`src/rtl/cell_alloc_mgr_pkg.sv`:
```
// Shared types and width helpers for the cell allocation manager.
// Holds the FSM encoding and a minimum-1-bit clog2 used to size ID and pointer fields.
package cell_alloc_mgr_pkg;

  typedef enum logic {
    ST_INIT = 1'b0,
    ST_RUN  = 1'b1
  } state_t;

  function automatic int width_of(input int n);
    return (n > 1) ? $clog2(n) : 1;
  endfunction

endpackage

```
`src/rtl/cell_alloc_mgr_rr_arbiter.sv`:
```
// Round-robin arbiter: one-hot grant to the first request at or after ptr; purely combinational.
// No backpressure of its own; an empty request vector yields a zero grant.
module rr_arbiter #(
  parameter int N  = 2,
  parameter int PW = (N > 1) ? $clog2(N) : 1
) (
  input  logic [N-1:0]  req,
  input  logic [PW-1:0] ptr,
  output logic [N-1:0]  gnt
);

  logic          found;
  logic [PW-1:0] idx;

  always_comb begin
    gnt   = '0;
    found = 1'b0;
    idx   = '0;
    for (int k = 0; k < N; k++) begin
      idx = PW'((int'(ptr) + k) % N);
      if (!found && req[idx]) begin
        gnt[idx] = 1'b1;
        found    = 1'b1;
      end
    end
  end

endmodule

```
`src/rtl/cell_alloc_mgr.sv`:
```
// Cell free-list manager: zero-latency alloc grant, round-robin free ports, headroom for high prio.
// Frees are accepted one per cycle via one-hot free_ready; grants stop when the list is empty.
module cell_alloc_mgr
  import cell_alloc_mgr_pkg::*;
#(
  parameter int CELL_NUM       = 64,
  parameter int FREE_PORT_NUM  = 2,
  parameter int DROP_THRESH    = 2,
  parameter int INTENSE_THRESH = 32,
  parameter int CELL_ID_WIDTH  = width_of(CELL_NUM),
  parameter int COUNT_WIDTH    = $clog2(CELL_NUM + 1)
) (
  input  logic                                   clk,
  input  logic                                   rst_n,
  output logic                                   init_done,
  input  logic                                   alloc_req,
  input  logic                                   alloc_prio,
  output logic                                   alloc_grant,
  output logic [CELL_ID_WIDTH-1:0]               alloc_cell_id,
  output logic                                   alloc_intense,
  input  logic [FREE_PORT_NUM-1:0]               free_valid,
  output logic [FREE_PORT_NUM-1:0]               free_ready,
  input  logic [FREE_PORT_NUM*CELL_ID_WIDTH-1:0] free_cell_id,
  output logic [COUNT_WIDTH-1:0]                 free_count,
  output logic                                   err_free,
  output logic [CELL_ID_WIDTH-1:0]               err_cell_id,
  output logic [15:0]                            err_count
);

  localparam int PTR_W = width_of(FREE_PORT_NUM);

  state_t                   state, state_nxt;
  logic [CELL_ID_WIDTH-1:0] list [CELL_NUM];
  logic [CELL_NUM-1:0]      bitmap;
  logic [CELL_ID_WIDTH-1:0] head, tail;
  logic [COUNT_WIDTH-1:0]   init_idx;
  logic [PTR_W-1:0]         rr_ptr, win_idx, rr_nxt;
  logic [CELL_ID_WIDTH-1:0] free_id;
  logic                     run, init_last, free_acc, free_in_range, free_good;

  function automatic logic [CELL_ID_WIDTH-1:0] wrap_inc(input logic [CELL_ID_WIDTH-1:0] p);
    return (int'(p) == CELL_NUM - 1) ? '0 : p + 1'b1;
  endfunction

  assign run       = (state == ST_RUN);
  assign init_last = (init_idx == COUNT_WIDTH'(CELL_NUM));
  assign init_done = run;

  always_ff @(posedge clk or negedge rst_n) begin
    if (!rst_n) state <= ST_INIT;
    else        state <= state_nxt;
  end

  always_comb begin
    state_nxt = state;
    if (state == ST_INIT && init_last) state_nxt = ST_RUN;
  end

  // Prio traffic may dip into the last DROP_THRESH cells; nobody can take from an empty list.
  assign alloc_grant   = run & alloc_req & (free_count != '0) &
                         (alloc_prio | (int'(free_count) > DROP_THRESH));
  assign alloc_cell_id = run ? list[head] : '0;
  assign alloc_intense = run & (int'(free_count) <= INTENSE_THRESH);

  rr_arbiter #(.N(FREE_PORT_NUM), .PW(PTR_W)) u_arb (
    .req (free_valid & {FREE_PORT_NUM{run}}),
    .ptr (rr_ptr),
    .gnt (free_ready)
  );

  always_comb begin
    win_idx = '0;
    free_id = '0;
    for (int i = 0; i < FREE_PORT_NUM; i++) begin
      if (free_ready[i]) begin
        win_idx = PTR_W'(i);
        free_id = free_cell_id[i*CELL_ID_WIDTH +: CELL_ID_WIDTH];
      end
    end
  end

  assign free_acc      = |free_ready;
  assign free_in_range = (int'(free_id) < CELL_NUM);
  // A good free must name a cell currently marked allocated; anything else is dropped as an error.
  assign free_good     = free_acc & free_in_range & bitmap[free_id];
  assign rr_nxt        = (int'(win_idx) == FREE_PORT_NUM - 1) ? '0 : win_idx + 1'b1;

  always_ff @(posedge clk or negedge rst_n) begin
    if (!rst_n) begin
      init_idx    <= '0;
      head        <= '0;
      tail        <= '0;
      free_count  <= '0;
      bitmap      <= '0;
      rr_ptr      <= '0;
      err_free    <= 1'b0;
      err_cell_id <= '0;
      err_count   <= '0;
    end else begin
      err_free <= 1'b0;
      if (!run) begin
        tail <= '0;
        if (!init_last) init_idx   <= init_idx + 1'b1;
        else            free_count <= COUNT_WIDTH'(CELL_NUM);
      end else begin
        if (alloc_grant) begin
          head                  <= wrap_inc(head);
          bitmap[alloc_cell_id] <= 1'b1;
        end
        if (free_acc) begin
          rr_ptr <= rr_nxt;
          if (free_good) begin
            tail            <= wrap_inc(tail);
            bitmap[free_id] <= 1'b0;
          end else begin
            err_free    <= 1'b1;
            err_cell_id <= free_id;
            if (err_count != 16'hFFFF) err_count <= err_count + 1'b1;
          end
        end
        if (free_good && !alloc_grant)      free_count <= free_count + 1'b1;
        else if (!free_good && alloc_grant) free_count <= free_count - 1'b1;
      end
    end
  end

  // Storage only, no reset: INIT rewrites every entry before any read can matter.
  always_ff @(posedge clk) begin
    if (!run && !init_last) list[CELL_ID_WIDTH'(init_idx)] <= CELL_ID_WIDTH'(init_idx);
    else if (run && free_good) list[tail] <= free_id;
  end

endmodule

```
`config.mk`:
```
export PLATFORM = sky130hd
export DESIGN_NAME = cell_alloc_mgr
export DESIGN_NICKNAME = d
export VERILOG_FILES = /design/src/rtl/cell_alloc_mgr_pkg.sv /design/src/rtl/cell_alloc_mgr_rr_arbiter.sv /design/src/rtl/cell_alloc_mgr.sv
export SDC_FILE = /design/constraint.sdc
export NUM_CORES = 1
export LEC_CHECK = 0
export CAP_MARGIN = 30
export CORE_MARGIN = 2
export CORE_UTILIZATION = 50
export CTS_CLUSTER_SIZE = 30
export DETAILED_ROUTE_END_ITERATION = 10
export PLACE_DENSITY = 0.71
export SETUP_SLACK_MARGIN = 0.02
export SYNTH_ARGS = -nofsm -noshare
export SYNTH_HDL_FRONTEND = slang
export SYNTH_SLANG_ARGS = --single-unit
```
`constraint.sdc`:
```
create_clock -name clk -period 6.2 [get_ports clk]
set_input_delay 1.24 -clock clk [delete_from_list [all_inputs] [get_ports clk]]
set_output_delay 1.24 -clock clk [all_outputs]
set_load 0.05 [all_outputs]
```
==> results of run 1 <==
## cell type report
cell class / count / share of cell area (%)
sequential: 499 / 57.0
multi-input combinational: 827 / 27.9
clock buffer: 72 / 5.55
timing repair buffer: 149 / 5.44
tap: 585 / 2.89
clock inverter: 17 / 0.850
inverter: 25 / 0.371
## power by group through the flow
| stage | Clock [W] | Combinational, W | Sequential, W |
|---|---|---|---|
| final | 0.00298 | 0.000152 | 0.00359 |
| after global routing | 0.00315 | 0.000162 | 0.00359 |
| after CTS | 0.00303 | 0.000152 | 0.00359 |
| after detailed placement | 0 | 0.000151 | 0.00365 |
| after global placement | 0 | 0.000149 | 0.00365 |
| after floorplan | 0 | 0.0000478 | 0.00369 |
## placed cells by master, fill, tap and decap left out, types with 5 or more instances in the layout
master / instances
edfxtp_1: 384
a21oi_1: 166
nand2_1: 132
mux4_2: 122
dfrtp_1: 112
buf_4: 84
clkdlybuf4s50_1: 57
clkbuf_16: 50
nor2_1: 39
nand3_1: 28
o21ai_0: 28
nor3_1: 25
inv_1: 22
o22ai_1: 21
a31oi_1: 20
and3_1: 16
mux2i_1: 15
clkbuf_1: 15
xnor2_1: 14
xor2_1: 13
ha_1: 11
or3_1: 10
o31ai_1: 10
nand4_1: 9
nand2b_1: 8
o21ai_1: 8
mux2_2: 8
a21o_1: 8
nor2_2: 7
clkbuf_8: 7
clkinv_1: 6
nor4_1: 6
and2_1: 6
buf_12: 6
a311oi_1: 5
## routing by layer
layer,track usage [%],up-vias
met2,39.9,691
met4,8.72,0
met1,32.8,7089
li1,-,5917
met5,0,-
met3,4.42,122
## kinds of logic (layout without fill, tap and decap cells)
group / count (synthesis) / in the layout / share of synthesized area (%)
muxes: 145 / 145 / 13.6
DFF: 499 / 499 / 65.7
AOI/OAI and AO/OA: 324 / 324 / 9.11
adders and majority gates: 12 / 12 / 0.718
and+or+nand+nor: 318 / 318 / 7.33
xor gates and xnor gates: 28 / 28 / 1.18
buffers and inverters: 105 / 263 / 2.38
## per-stage QoR
step / setup WS, ps / util (%) / instances / instance area, µm²
finish: 450 / 58.6 / 2174 / 25300
global route: 278 / 58.6 / 2174 / 25300
CTS: 387 / 58.6 / 2172 / 25300
detailed placement: 231 / 54.8 / 2083 / 23700
global placement: 265 / 54.6 / 2079 / 23600
floorplan: -147 / - / 1431 / 21900
## state kept, by name, indices dropped and copies added, names as in the netlist
signal,cells
rr_ptr,1
init_idx,7
err_count,16
head,6
list,384
init_done,1
tail,6
err_cell_id,6
bitmap,64
free_count,7
err_free,1
## worst paths after layout
path | startpoint | end | depth (start not counted) | slack [ps]
worst max-delay path | head[0] | alloc_cell_id[4] | 6 | 450
worst min-delay path | init_idx[6] | init_idx[6] | 1 | 480
worst max register to register | rr_ptr | free_count[6] | 17 | 1430
worst min register to register | init_idx[6] | init_idx[6] | 1 | 480
max in group asynchronous | rst_n | head[0] | 2 | 4200
min in group asynchronous | rst_n | err_cell_id[4] | 1 | 790
==> out/qor.txt, run 1 <==
Post-Syn Nets: 1461
Area of the multi-input gates: 7070 µm²
All-Layer GR Usage: 24.3%
Worst-margin pin slew: 1100 ps
Final setup skew: 16.3 ps
Register area: 14400 µm²
Critical path, cell by cell: buf_12, mux4_2, mux4_2, mux4_2, and2_1, clkdlybuf4s50_1
Core Footprint: 43200 µm²
Via-to-Cell Ratio: 6.36
Share of cells above drive strength 1: 21.1%
PostCTS Resize Cnt: 0
Setup CP Type: reg -> out
Row count: 76
PortBufs: 58
Root Driver: clkbuf_16
Initial antenna violation count: 0
Vias in the first global route: 13483
Most numerous cell in the Yosys netlist: edfxtp_1
Power, Total: 0.00672 W
Clk Latency, worst-skew pair: 600 ps
P_leak: 8.57 nW
Distinct cell type count after synthesis: 88
CP most frequent cell: mux4_2
Slowest cell on the critical path: dfrtp_4
Number of buffers and inverters on the critical path: 2
Hold slack final: 477 ps
Detailed route wirelength on metal3: 4150 µm
Final setup violation count: 0
Synth top area share: 52.6%
CTS buffer count: 50
P_sw: 0.00135 W
Fmax: 174 MHz
Clock power frac: 44.4%
Delay-heaviest family, CP: multiplexers
RePlAce Congestion: 0.995
Fin nets: 1582
Diode count: 0
First-pass GRT wire length: 82200 µm
Register bit count reported by yosys: 499
Total Wirelength: 54200 µm
Max_cap viols: 0
Warnings, synthesis: 0
Critical path capture point type: output pin
Post-Syn Area per Cell: 15.3 µm²
Clk pin slew, worst setup/hold paths: 60 ps
CTS H-tree lvls: 2
DR WL/cell: 24.9 µm
Final Hold Viols: 0
Critical Path Fanout Max: 34
Routed met1 length: 21700 µm
Ys async rst share: 23.0%
Largest net degree at the start of global routing: 73
RSZ-0062 raised after global routing: no
Area grow syn2layout: 15.3%
Critical path data arrival time: 4510 ps
Met2 WL: 26500 µm
Switch share: 20.1%
Max-slew violations: 0
CTS Sinks: 499
Maximum vdd drop: 0.000212 V
Number of cells produced by synthesis: 1431
Cts hold-fix bufs: 0
Clk buf depth: 3
DP Wirelength: 35900 µm
Vias: 13819
CTS tree: done
Comb pwr share: 2.3%
Sequential share of power: 53.4%
Slew headroom: 26.2%
Syn Std Cell Area: 21900 µm²
CP peak stage delay: 900 ps
Min-Delay Path Class: reg -> reg
Synth area leaders: edfxtp_1 (53%), dfrtp_1 (13%), mux4_2 (13%)
Die Y: 213 µm
Residual DRC: 0
Die Span X: 213 µm
Detail Route Antenna Nets: 0
Internal: 0.00537 W
Post-synthesis sequential area ratio: 65.7%
Worst EP required: 4960 ps
I/O pin cnt: 59
Fillcell total: 3324
Outcome: complete, no violations
# Post-CTS Setup Buffers: 0
Grt ovf: 0
Die footprint: 45600 µm²
Primary FF master, synth: edfxtp_1
Period utilization: 92.7%
Leading area contributor after synthesis: edfxtp_1
Element type at the critical path start: flop
Final min period: 5750 ps
TritonRoute pass-1 iters: 6
Most frequent cells after synthesis: edfxtp_1 (384), a21oi_1 (166), nand2_1 (132), mux4_2 (122), dfrtp_1 (115)
Setup TNS: 0 ps
Number of synthesized flops with an enable pin: 384
Top Metal Used: met4
Initial DRC count: 2013
PD cells: 266 nW/µm²
Initial Utilization: 50.8%
Note: power is estimated with default switching activity, not from simulation.
==> run 2, diff against run 1 <==
- CTS_BUF_LIST: default -> sky130_fd_sc_hd__clkbuf_4 sky130_fd_sc_hd__clkbuf_8
==> out/qor.txt, run 2 (same netlist as run 1, synthesis figures left out) <==
Detail Route Antenna Nets: 0
Most frequent cells in the layout: edfxtp_1 (384), a21oi_1 (166), nand2_1 (132), mux4_2 (122), dfrtp_1 (112)
Most common cell after layout, fill and taps aside: edfxtp_1
Clock power frac: 43.9%
Hold path startpoint: init_idx[6]
TritonRoute pass-1 iters: 6
Worst-margin pin slew: 1110 ps
PD cells: 263 nW/µm²
Slew headroom: 25.8%
All-Layer GR Usage: 24.3%
Die Y: 213 µm
Grt ovf: 0
Area of the multi-input gates: 7070 µm²
Levels on crit path: 6
Reg2Reg Depth: 17
Period utilization: 94.1%
Die footprint: 45600 µm²
CTS buffer count: 81
Slowest cell on the critical path: dfrtp_4
Final setup skew: 32.9 ps
Hold depth: 1
Maximum vdd drop: 0.000194 V
Register area: 14400 µm²
Critical path, cell by cell: buf_12, mux4_2, mux4_2, mux4_2, and2_1, clkdlybuf4s50_1
Vias: 13874
Final cell count without fillers: 2232
Min-Delay Path Class: reg -> reg
R2R Path End: free_count[6]
Worst EP required: 4960 ps
Core Footprint: 43200 µm²
DP Wirelength: 35900 µm
Delay-heaviest family, CP: multiplexers
PostCTS Resize Cnt: 0
Critical path data arrival time: 4600 ps
Setup CP Type: reg -> out
Diode count: 0
Final setup violation count: 0
Share of cells above drive strength 1: 24.2%
Comb pwr share: 2.3%
Hold slack final: 476 ps
Switch share: 21.2%
Critical path capture point type: output pin
Outcome: complete, no violations
Sequential share of power: 53.8%
First-pass GRT wire length: 82000 µm
Vias in the first global route: 13781
CP peak stage delay: 890 ps
Hold path endpoint: init_idx[6]
Total Wirelength: 53900 µm
CP most frequent cell: mux4_2
CTS H-tree lvls: 3
Final Hold Viols: 0
Initial antenna violation count: 0
Element type at the critical path start: flop
Die Span X: 213 µm
DR WL/cell: 24.1 µm
Power, Total: 0.00667 W
Row count: 76
PortBufs: 58
Largest net degree at the start of global routing: 73
Initial DRC count: 1821
Clk pin slew, worst setup/hold paths: 70 ps
Number of buffers and inverters on the critical path: 2
Area grow syn2layout: 15.6%
Fin nets: 1613
Largest register by flop count: list
Fmax: 171 MHz
Cts hold-fix bufs: 0
Beginning of the worst register-to-register path: rr_ptr
P_leak: 8.67 nW
# Post-CTS Setup Buffers: 0
Internal: 0.00525 W
Final min period: 5840 ps
Initial Utilization: 50.8%
Reg2reg setup slack: 1480 ps
Clk buf depth: 3
Max_cap viols: 0
CTS tree: done
RePlAce Congestion: 0.995
Critical Path Fanout Max: 34
Fillcell total: 3313
P_sw: 0.00141 W
Max-slew violations: 0
Residual DRC: 0
I/O pin cnt: 59
Max reg flops: 384
Clk Latency, worst-skew pair: 680 ps
RSZ-0062 raised after global routing: no
Root Driver: clkbuf_8
CTS Sinks: 499
Setup TNS: 0 ps
Via-to-Cell Ratio: 6.22
# placed instances: 2083
Largest regs: list (384), bitmap (64), err_count (16)
## run 2: changes by cell type in the layout (fill, tap and decap cells not counted), sizes merged
cell | before | now
clkbuf | 72 | 116
clkinv | 12 | 27
bufinv | 4 | 3
inv | 24 | 25
clkinvlp | 2 | 1
## run 2: how the worst max path moves through the flow
stage	to	from
6_report	alloc_cell_id[4]	head[0]
5_1_grt	alloc_cell_id[3]	head[0]
4_1_cts	alloc_cell_id[4]	head[0]
3_5_place_dp	free_count[6]	free_valid[0]
3_3_place_gp	free_count[6]	free_valid[0]
2_1_floorplan	list[0][0]	free_valid[0]
## run 2: cell type report
class / count / share of cell area [%]
Multi-Input combinational cell: 827 / 27.9
Clock inverter: 31 / 1.01
Inverter: 25 / 0.370
Clock buffer: 116 / 5.65
Tap cell: 585 / 2.88
Timing Repair Buffer: 149 / 5.42
Sequential cell: 499 / 56.8
## run 2: metrics by stage
stage	setup slack (ps)	utilization [%]	area [µm²]
6_report	363	58.8	25400
5_1_grt	172	58.8	25400
4_1_cts	282	58.7	25400
3_5_place_dp	231	54.8	23700
3_3_place_gp	265	54.6	23600
2_1_floorplan	-147	-	21900
## run 2: worst register-to-register path: stages (launching register included)
cell and delay, ps:
dfrtp_1 400, nand2b_1 360, a32o_1 460, nand2_1 340, o32a_1 450, o21ai_1 200, o211ai_2 220, nor3_4 250
nand2_1 200, ha_1 390, nor2b_1 140, o21ai_0 150, nand2b_1 100, a21o_1 180, a21o_1 200, or3_1 350
mux2i_1 140, nor3_1 70
## run 2: power groups by stage
stage / Combinational [W] / Sequential, W / Clock, W
4_1_cts: 0.000151 / 0.00359 / 0.00299
3_3_place_gp: 0.000149 / 0.00365 / 0
2_1_floorplan: 0.0000478 / 0.00369 / 0
6_report: 0.000151 / 0.00359 / 0.00293
5_1_grt: 0.000162 / 0.00359 / 0.00313
3_5_place_dp: 0.000151 / 0.00365 / 0
## run 2: layer usage
| layer | vias up | part of all wire, % | GRT usage (%) |
|---|---|---|---|
| met2 | 729 | 49 | 39.3 |
| met4 | 0 | 3.2 | 9.22 |
| met1 | 7015 | 40 | 32.3 |
| met5 | - | 0 | 0 |
| li1 | 5994 | - | - |
| met3 | 136 | 8.4 | 5.59 |
==> run 3, diff against run 2 <==
- CTS_CLUSTER_SIZE: 30 -> default
==> results of run 3 <==
Final layout, timing and power as in run 2 (identical DEF).
